**src/rtl/axi_frame_writer_mb.sv**
```systemverilog
// AXI4 frame-buffer writer: packs a pixel stream into full bursts held on chip,
// writes frames into a rotating set of DDR buffers and publishes the last finished one.
module axi_frame_writer_mb #(
    parameter int                ADDR_W       = 32,
    parameter int                DATA_W       = 64,
    parameter int                PIX_W        = 16,
    parameter int                BURST_LEN    = 16,
    parameter int                NUM_BUF      = 3,
    parameter int                FRAME_PIXELS = 307200,
    parameter logic [ADDR_W-1:0] BASE_ADDR    = 32'h1000_0000,
    parameter logic [ADDR_W-1:0] BUF_STRIDE   = 32'h0010_0000
) (
    input  logic                       clk,
    input  logic                       rst,
    input  logic [PIX_W-1:0]           s_pix_data,
    input  logic                       s_pix_valid,
    input  logic                       s_pix_sof,
    output logic                       s_pix_ready,
    input  logic [$clog2(NUM_BUF)-1:0] i_rd_buf,
    output logic [$clog2(NUM_BUF)-1:0] o_done_buf,
    output logic                       o_done_valid,
    output logic                       o_frame_done,
    output logic [15:0]                o_abort_cnt,
    output logic                       o_bresp_err,
    output logic [ADDR_W-1:0]          m_axi_awaddr,
    output logic                       m_axi_awvalid,
    input  logic                       m_axi_awready,
    output logic [7:0]                 m_axi_awlen,
    output logic [2:0]                 m_axi_awsize,
    output logic [1:0]                 m_axi_awburst,
    output logic [DATA_W-1:0]          m_axi_wdata,
    output logic [DATA_W/8-1:0]        m_axi_wstrb,
    output logic                       m_axi_wvalid,
    input  logic                       m_axi_wready,
    output logic                       m_axi_wlast,
    input  logic [1:0]                 m_axi_bresp,
    input  logic                       m_axi_bvalid,
    output logic                       m_axi_bready
);
    localparam int PPB         = DATA_W / PIX_W;
    localparam int BURSTS      = FRAME_PIXELS / (PPB * BURST_LEN);
    localparam int BURST_BYTES = BURST_LEN * (DATA_W / 8);
    localparam int BUF_W       = $clog2(NUM_BUF);
    localparam int K_W         = (PPB > 1) ? $clog2(PPB) : 1;
    localparam int BT_W        = (BURST_LEN > 1) ? $clog2(BURST_LEN) : 1;
    localparam int BI_W        = (BURSTS > 1) ? $clog2(BURSTS) : 1;

    typedef enum logic [2:0] {WAIT_SOF, FILL, AW, W, B} state_t;

    state_t              state_q;
    logic [K_W-1:0]      k_q;
    logic [BT_W-1:0]     beat_q, rd_q;
    logic [BI_W-1:0]     burst_q;
    logic [BUF_W-1:0]    wr_buf_q, done_buf_q;
    logic [DATA_W-1:0]   acc_q, wdata_q;
    logic [DATA_W-1:0]   mem_q [BURST_LEN];
    logic [ADDR_W-1:0]   awaddr_q;
    logic [15:0]         abort_q;
    logic                ready_q, awvalid_q, wvalid_q, wlast_q, bready_q;
    logic                done_q, done_valid_q, err_q;

    logic                take_s, early_s, beat_full_s, burst_full_s;
    logic [K_W-1:0]      k_d;
    logic [BT_W-1:0]     beat_d, rd_nx_s;
    logic [BI_W-1:0]     burst_d;
    logic [DATA_W-1:0]   acc_d;
    logic [ADDR_W-1:0]   awaddr_d;
    logic [BUF_W-1:0]    nb1_s, nb_s;

    function automatic logic [BUF_W-1:0] inc_buf(input logic [BUF_W-1:0] b);
        return (b == BUF_W'(NUM_BUF - 1)) ? '0 : b + BUF_W'(1);
    endfunction

    // Pixel acceptance and packing; any accepted SOF restarts the frame at pixel 0.
    always_comb begin
        take_s       = s_pix_valid && ready_q &&
                       ((state_q == FILL) || ((state_q == WAIT_SOF) && s_pix_sof));
        early_s      = take_s && (state_q == FILL) && s_pix_sof &&
                       ((burst_q != '0) || (beat_q != '0) || (k_q != '0));
        k_d          = s_pix_sof ? '0 : k_q;
        beat_d       = s_pix_sof ? '0 : beat_q;
        burst_d      = s_pix_sof ? '0 : burst_q;
        acc_d        = acc_q;
        acc_d[PIX_W*k_d +: PIX_W] = s_pix_data;
        beat_full_s  = (k_d == K_W'(PPB - 1));
        burst_full_s = beat_full_s && (beat_d == BT_W'(BURST_LEN - 1));
        awaddr_d     = BASE_ADDR + ADDR_W'(wr_buf_q) * BUF_STRIDE
                       + ADDR_W'(burst_d) * ADDR_W'(BURST_BYTES);
        rd_nx_s      = rd_q + BT_W'(1);
        nb1_s        = inc_buf(wr_buf_q);
        nb_s         = (nb1_s == i_rd_buf) ? inc_buf(nb1_s) : nb1_s;
    end

    // Burst store: filled beat by beat while packing, drained only during W.
    always_ff @(posedge clk) begin
        if (take_s && beat_full_s) begin
            mem_q[beat_d] <= acc_d;
        end
    end

    // Main controller with all handshake outputs registered.
    always_ff @(posedge clk) begin
        if (rst) begin
            state_q      <= WAIT_SOF;
            k_q          <= '0;
            beat_q       <= '0;
            rd_q         <= '0;
            burst_q      <= '0;
            wr_buf_q     <= '0;
            done_buf_q   <= '0;
            acc_q        <= '0;
            wdata_q      <= '0;
            awaddr_q     <= '0;
            abort_q      <= 16'h0000;
            ready_q      <= 1'b0;
            awvalid_q    <= 1'b0;
            wvalid_q     <= 1'b0;
            wlast_q      <= 1'b0;
            bready_q     <= 1'b0;
            done_q       <= 1'b0;
            done_valid_q <= 1'b0;
            err_q        <= 1'b0;
        end else begin
            done_q <= 1'b0;
            case (state_q)
                WAIT_SOF, FILL: begin
                    ready_q <= 1'b1;
                    if (take_s) begin
                        acc_q   <= acc_d;
                        burst_q <= burst_d;
                        k_q     <= beat_full_s ? '0 : k_d + K_W'(1);
                        if (early_s && (abort_q != 16'hFFFF)) begin
                            abort_q <= abort_q + 16'h0001;
                        end
                        if (burst_full_s) begin
                            beat_q    <= '0;
                            state_q   <= AW;
                            awvalid_q <= 1'b1;
                            awaddr_q  <= awaddr_d;
                            ready_q   <= 1'b0;
                        end else begin
                            beat_q  <= beat_full_s ? beat_d + BT_W'(1) : beat_d;
                            state_q <= FILL;
                        end
                    end
                end
                AW: begin
                    if (m_axi_awready) begin
                        awvalid_q <= 1'b0;
                        wvalid_q  <= 1'b1;
                        wdata_q   <= mem_q[0];
                        wlast_q   <= (BURST_LEN == 1);
                        rd_q      <= '0;
                        state_q   <= W;
                    end
                end
                W: begin
                    if (m_axi_wready) begin
                        if (wlast_q) begin
                            wvalid_q <= 1'b0;
                            wlast_q  <= 1'b0;
                            bready_q <= 1'b1;
                            state_q  <= B;
                        end else begin
                            rd_q    <= rd_nx_s;
                            wdata_q <= mem_q[rd_nx_s];
                            wlast_q <= (rd_nx_s == BT_W'(BURST_LEN - 1));
                        end
                    end
                end
                B: begin
                    if (m_axi_bvalid) begin
                        bready_q <= 1'b0;
                        ready_q  <= 1'b1;
                        if (m_axi_bresp != 2'b00) begin
                            err_q <= 1'b1;
                        end
                        if (burst_q == BI_W'(BURSTS - 1)) begin
                            done_q       <= 1'b1;
                            done_buf_q   <= wr_buf_q;
                            done_valid_q <= 1'b1;
                            wr_buf_q     <= nb_s;
                            burst_q      <= '0;
                            state_q      <= WAIT_SOF;
                        end else begin
                            burst_q <= burst_q + BI_W'(1);
                            state_q <= FILL;
                        end
                    end
                end
                default: state_q <= WAIT_SOF;
            endcase
        end
    end

    assign s_pix_ready   = ready_q;
    assign o_done_buf    = done_buf_q;
    assign o_done_valid  = done_valid_q;
    assign o_frame_done  = done_q;
    assign o_abort_cnt   = abort_q;
    assign o_bresp_err   = err_q;
    assign m_axi_awaddr  = awaddr_q;
    assign m_axi_awvalid = awvalid_q;
    assign m_axi_awlen   = 8'(BURST_LEN - 1);
    assign m_axi_awsize  = 3'($clog2(DATA_W / 8));
    assign m_axi_awburst = 2'b01;
    assign m_axi_wdata   = wdata_q;
    assign m_axi_wstrb   = '1;
    assign m_axi_wvalid  = wvalid_q;
    assign m_axi_wlast   = wlast_q;
    assign m_axi_bready  = bready_q;
endmodule

```
**config.mk**
```make
export PLATFORM = sky130hd
export DESIGN_NAME = axi_frame_writer_mb
export DESIGN_NICKNAME = d
export VERILOG_FILES = /design/src/rtl/axi_frame_writer_mb.sv
export SDC_FILE = /design/constraint.sdc
export NUM_CORES = 1
export LEC_CHECK = 0
export CAP_MARGIN = 20
export CORE_UTILIZATION = 36
export DETAILED_ROUTE_END_ITERATION = 8
export HOLD_SLACK_MARGIN = 0.02
export PLACE_DENSITY = 0.55
export SETUP_SLACK_MARGIN = 0.2
export SLEW_MARGIN = 40
export SYNTH_ARGS = -nofsm -noshare
export SYNTH_HDL_FRONTEND = slang
export SYNTH_SLANG_ARGS = --single-unit
```
**constraint.sdc**
```tcl
create_clock -name clk -period 12.9 [get_ports clk]
set_input_delay 2.58 -clock clk [delete_from_list [all_inputs] [get_ports clk]]
set_output_delay 2.58 -clock clk [all_outputs]
set_load 0.02 [all_outputs]
```
==> impl_metrics.json, run 1 <==
{
  "period_needed_ns": 6.56,
  "synth_compound_area_frac": 0.0613,
  "crit_required_ns": 13.54,
  "r2r-end": "m_axi_awaddr[14]",
  "crit_path_max_fanout": 49,
  "track_usage": 0.188,
  "hold-path-cell-count": 2,
  "syn_to_final_growth_pct": 16.0,
  "yosys-mux-area-fraction": 0.147,
  "post_drt_wl_per_cell_um": 26.3,
  "ant_nets": 0,
  "nFillCells": 11800,
  "drive_gt1_frac": 0.214,
  "vias": 27000,
  "firstDrtPassIters": 9,
  "clk_pin_slew_ns": 0.06,
  "arrival_ns": 7.19,
  "synthArstFlopShare": 0,
  "io_buffers": 132,
  "power_density_nw_per_um2": 144,
  "wl_um": 129000,
  "power.internal_mw": 6.44,
  "io_pins": 170,
  "failed_checks": "DRC",
  "switching_share": 0.206,
  "ff2ff_path_depth": 10,
  "stdcell_area_um2": 56500,
  "dieHeight_um": 370,
  "final_nets": 3044,
  "synth_largest_area_cell": "edfxtp_1",
  "ff_latch_area_um2": 34700,
  "critPathKind": "primary input to register",
  "power_leakage_nw": 17.4,
  "grt.overflow.total": 0,
  "holdCritStartpoint": "o_done_buf[1]",
  "synthTopCellsByArea": "edfxtp_1, mux4_2, dfxtp_1",
  "finalClockSkew_ns": 0.0376,
  "cts_setup_buffers": 0,
  "cts.sinks": 1222,
  "setup_viol_count_final": 0,
  "drc_errors": 20,
  "seq_area_frac_synth": 0.713,
  "clock_path_buffers": 3,
  "min_to": "o_done_buf[1]",
  "synth_most_common_cell": "edfxtp_1",
  "synth_top_family_by_area": "multiplexers",
  "dpl.hpwl_um": 68000,
  "fin_crit_sh": 0.508,
  "rrSetupSlack_ns": 8.72,
  "synth.top_cell.area_share": 0.631,
  "synth_xor_area_frac": 0.000540,
  "p_clk_frac": 0.446,
  "gp_congestion": 0.787,
  "multi_input_area_um2": 12900,
  "placed_area_um2": 52200,
  "ctsRootBufferMaster": "clkbuf_16",
  "grt_max_degree": 100,
  "min_path_type": "register to register",
  "slew_violations": 0,
  "finalSetupTns_ns": 0,
  "grt_pass1_wl_um": 187000,
  "relSlewSlack": 0.387,
  "synth-edff-count": 1024,
  "p_switching_mw": 1.67,
  "seqPwrFrac": 0.532,
  "postSynthCellCount": 2826,
  "outcome": "complete, but fails checks",
  "drt_iter0_drc": 2456,
  "synth_area_per_cell_um2": 17.2,
  "cts_hold_buffers": 0,
  "rows": 134,
  "die_area_um2": 137000,
  "p_comb_frac": 0.022,
  "clk_latency_ns": 0.74,
  "synth_seq_cells": 1222,
  "antenna_found_initial": 12,
  "vias_per_cell": 5.54,
  "cts_resized": 0,
  "cap_violations": 0,
  "ys_types": 72,
  "hold_viol_final": 0,
  "synth_warnings": 0,
  "die_w_um": 370,
  "worst_ir_drop_vdd_mv": 0.118,
  "synthAdderAreaFrac": 0.00406,
  "ys_dominant_reg_cell": "edfxtp_1",
  "synthesis.area_um2": 48700,
  "tritoncts": "built",
  "grt_pass1_vias": 27400,
  "core_area_um2": 134000,
  "critPathLaunchType": "primary input",
  "p_total_mw": 8.11,
  "critPathCaptureType": "register",
  "numCtsBuffers": 133,
  "synthSimpleGateAreaFrac": 0.0439,
  "h-tree-depth": 4,
  "reg2reg_from": "k_q[0]",
  "worst_pin_slew_ns": 0.916,
  "initial_utilization": 0.364,
  "synth_common_cells": "edfxtp_1, mux4_2, dfxtp_1",
  "max_freq_mhz": 153,
  "grt_setup_unrepaired": "false"
}
layer usage:
| metal | vias up | global-route usage | part of all wire |
|---|---|---|---|
| li1 | 11600 | - | - |
| met1 | 14100 | 0.261 | 0.43 |
| met2 | 1026 | 0.302 | 0.48 |
| met3 | 196 | 0.0330 | 0.075 |
| met4 | 14 | 0.0544 | 0.021 |
| met5 | - | 0 | 0.00072 |
state kept, by name, summed over array words and instances, names as in the netlist, 2 cells and up:
signal	cells
acc_q	64
o_done_buf	2
o_abort_cnt	16
burst_q	13
m_axi_awaddr	16
m_axi_wdata	64
state_q	3
mem_q	1024
wr_buf_q	2
rd_q	4
beat_q	4
k_q	2
placed cells by master (no fill, tap or decap), types with 48 or more instances in the layout:
cell / count
a221oi_1: 48
nor3_1: 92
inv_1: 60
a21oi_1: 186
mux4_2: 256
clkbuf_16: 138
mux2i_1: 64
nand2_1: 98
clkdlybuf4s50_1: 130
buf_4: 73
nor2_1: 121
mux2_2: 66
edfxtp_1: 1024
dfxtp_1: 197
a211oi_1: 117
worst max-delay path, stage by stage:
cell and delay, ns:
clkdlybuf4s50_1 0.68, clkinv_1 0.41, nand2_1 0.28, inv_1 0.19, ha_1 0.44, nand2_1 0.23, or2_1 0.34, or2_1 0.47
inv_6 0.63, buf_4 0.57, nand3_1 0.15, a21oi_1 0.20
power by group through the flow:
stage	logic, mW	registers (mW)	clock network, mW
after floorplan	0.103	4.39	0
after global placement	0.167	4.39	0
after detailed placement	0.177	4.40	0
after CTS	0.177	4.31	3.69
after global routing	0.195	4.31	3.84
final	0.179	4.31	3.62
cells by family (layout without fill, tap and decap cells):
group                      count (synthesis)  in the layout
AOI/OAI and AO/OA                        469            469
xor gates and xnor gates                   3              3
adders and majority gates                 16             16
buffers and inverters                    288            537
DFF                                     1222           1222
muxes                                    386            386
other                                      2             39
and+or+nand+nor                          440            440
worst max path at each step:
| stage | to | cells after the start | startpoint | slack [ns] |
|---|---|---|---|---|
| after floorplan | mem_q[11][0] | 9 | s_pix_sof | 4.10 |
| after global placement | mem_q[3][30] | 9 | s_pix_sof | 5.39 |
| after detailed placement | mem_q[11][22] | 9 | s_pix_sof | 5.23 |
| after CTS | mem_q[3][22] | 9 | s_pix_sof | 6.00 |
| after global routing | m_axi_awaddr[13] | 12 | s_pix_sof | 6.02 |
| final | m_axi_awaddr[14] | 12 | s_pix_sof | 6.34 |
layout make-up:
cell class,count,area share
multi-input cells,1351,0.229
diodes,2,0.0000886
inverters,65,0.00441
flip-flops and latches,1222,0.614
clock buffers,191,0.0666
repair buffers,229,0.0396
well taps,1768,0.0392
clock inverters,52,0.00718
through the flow:
stage	instances	utilization	setup WS (ns)	hold WS, ns
finish	4880	0.422	6.34	0.467
global route	4878	0.422	6.02	0.483
CTS	4876	0.421	6.00	0.468
detailed placement	4633	0.390	5.23	0.455
global placement	4628	0.389	5.39	0.435
floorplan	2861	-	4.10	0.449
Power figures use the tool's default switching activity.
==> run 2, diff against run 1 <==
--- a/config.mk
+++ b/config.mk
@@ -9,7 +9,7 @@
 export CORE_UTILIZATION = 36
 export DETAILED_ROUTE_END_ITERATION = 8
 export HOLD_SLACK_MARGIN = 0.02
-export PLACE_DENSITY = 0.55
+export PLACE_DENSITY = 0.57
 export SETUP_SLACK_MARGIN = 0.2
 export SLEW_MARGIN = 40
 export SYNTH_ARGS = -nofsm -noshare
==> constraint.sdc (replaced) <==
create_clock -name clk -period 5.65 [get_ports clk]
set_input_delay 1.13 -clock clk [delete_from_list [all_inputs] [get_ports clk]]
set_output_delay 1.13 -clock clk [all_outputs]
set_load 0.02 [all_outputs]
==> impl_metrics.json, run 2 (synthesized netlist as in run 1, its figures left out) <==
{
  "outcome": "complete, but fails checks",
  "failed_checks": "DRC",
  "tritoncts": "built",
  "arrival_ns": 4.31,
  "clock_path_buffers": 3,
  "final_nets": 3071,
  "rows": 134,
  "grt_pass1_wl_um": 179000,
  "critPathLaunchType": "primary input",
  "seqPwrFrac": 0.535,
  "initial_utilization": 0.364,
  "grt_pass1_vias": 27000,
  "cap_violations": 0,
  "core_area_um2": 134000,
  "gp_congestion": 0.770,
  "firstDrtPassIters": 9,
  "setup_viol_count_final": 0,
  "io_buffers": 132,
  "crit_path_max_fanout": 37,
  "critPathCaptureType": "register",
  "path_buf_inv": 4,
  "cts_setup_buffers": 0,
  "cts_resized": 0,
  "worst_ir_drop_vdd_mv": 0.312,
  "syn_to_final_growth_pct": 16.6,
  "drt_iter0_drc": 2078,
  "die_area_um2": 137000,
  "dpl.hpwl_um": 66100,
  "final_cell_mix": "edfxtp_1, mux4_2, dfxtp_1, a21oi_1, clkbuf_16",
  "critPathTopFamily": "buffers and inverters",
  "fin_crit_sh": 0.693,
  "vias_per_cell": 5.41,
  "ant_nets": 0,
  "nFillCells": 11800,
  "grt.overflow.total": 0,
  "final_util": 0.424,
  "period_needed_ns": 3.92,
  "clk_latency_ns": 0.76,
  "vias": 26500,
  "power_leakage_nw": 17.6,
  "grt_max_degree": 116,
  "power_density_nw_per_um2": 324,
  "min_path_type": "register to register",
  "crit_required_ns": 6.05,
  "p_total_mw": 18.4,
  "regMostFlops": "mem_q",
  "final_cells": 4903,
  "p_clk_frac": 0.442,
  "max_freq_mhz": 255,
  "cts_hold_buffers": 0,
  "dieHeight_um": 370,
  "p_comb_frac": 0.023,
  "ctsRootBufferMaster": "clkbuf_16",
  "finalClockSkew_ns": 0.0411,
  "mostFrequentLayoutCell": "edfxtp_1",
  "worst_pin_slew_ns": 0.879,
  "drive_gt1_frac": 0.213,
  "dp_cells": 4662,
  "slew_violations": 0,
  "slowest_delay_ns": 0.49,
  "power.internal_mw": 14.6,
  "relSlewSlack": 0.412,
  "antenna_found_initial": 8,
  "h-tree-depth": 4,
  "hold_viol_final": 0,
  "switching_share": 0.207,
  "critPathKind": "primary input to register",
  "track_usage": 0.178,
  "path_cells": "clkdlybuf4s50_1 -> nand2b_2 -> inv_1 -> ha_1 -> nand2_1 -> or2_1 -> or2_1 -> inv_4 -> buf_12",
  "wl_um": 121000,
  "post_drt_wl_per_cell_um": 24.6,
  "holdWs_ns": 0.455,
  "die_w_um": 370,
  "clk_pin_slew_ns": 0.06,
  "drc_errors": 14,
  "cts.sinks": 1222,
  "numCtsBuffers": 131,
  "cp_common_cell": "or2_1",
  "grt_setup_unrepaired": "false",
  "io_pins": 170,
  "largest_register_ffs": 1024,
  "p_switching_mw": 3.81,
  "slowest_stage": "clkdlybuf4s50_1"
}
-- run 2: cell types whose count changed in the layout (fill, tap and decap cells not counted), moves of 5 or more --
cell,change
clkbuf_1,+7
clkbuf_8,-5
buf_6,-15
o21ai_2,-14
buf_12,+27
o21ai_0,+13
clkinv_2,-6
buf_4,+17
-- run 2: final timing paths --
kind                             startpoint         endpoint  slack, ns  cells past startpoint
worst max-delay path              s_pix_sof    mem_q[15][43]       1.73                      9
worst min-delay path            o_bresp_err      o_bresp_err       0.46                      2
worst max register to register      rd_q[0]  m_axi_wdata[21]       2.24                      7
worst min register to register  o_bresp_err      o_bresp_err       0.46                      2
-- run 2: area by class of cell --
type	instances	area, um2	share of cell area
antenna	2	5.00	0.0000882
multi-input combinational	1351	12800	0.226
timing repair buffer	258	2710	0.0477
tap	1768	2210	0.0390
clock buffer	189	3620	0.0638
sequential	1222	34700	0.612
clock inverter	48	410	0.00723
inverter	65	246	0.00434
-- run 2: power groups by stage --
stage | sequential (mW) | combinational, mW | clock [mW]
CTS | 9.84 | 0.421 | 8.31
floorplan | 10.0 | 0.236 | 0
finish | 9.84 | 0.417 | 8.14
global placement | 10.0 | 0.411 | 0
detailed placement | 10.0 | 0.420 | 0
global route | 9.84 | 0.458 | 8.65
-- run 2: routing by layer --
metal	track usage	vias up	wire length, um	part of all wire
li1	-	11700	-	-
met1	0.245	13900	52600	0.44
met2	0.278	766	56800	0.47
met3	0.0416	167	8370	0.069
met4	0.0552	16	2870	0.024
met5	0	-	89	0.00074
-- run 2: worst register-to-register path, stage by stage (launching register included) --
cell      delay [ns]
dfxtp_4         0.53
buf_4           0.54
buf_12          0.45
buf_16          0.46
mux4_2          0.64
mux2_2          0.27
a21oi_1         0.28
a211oi_1        0.12
-- run 2: metrics by stage --
step | cell area (um2) | setup TNS, ns | setup WS [ns]
after floorplan | 48900 | -323.32 | -1.70
after CTS | 56700 | 0 | 1.81
after global placement | 52600 | 0 | 1.07
after detailed placement | 52700 | 0 | 1.04
final | 56800 | 0 | 1.73
after global routing | 56800 | 0 | 1.60
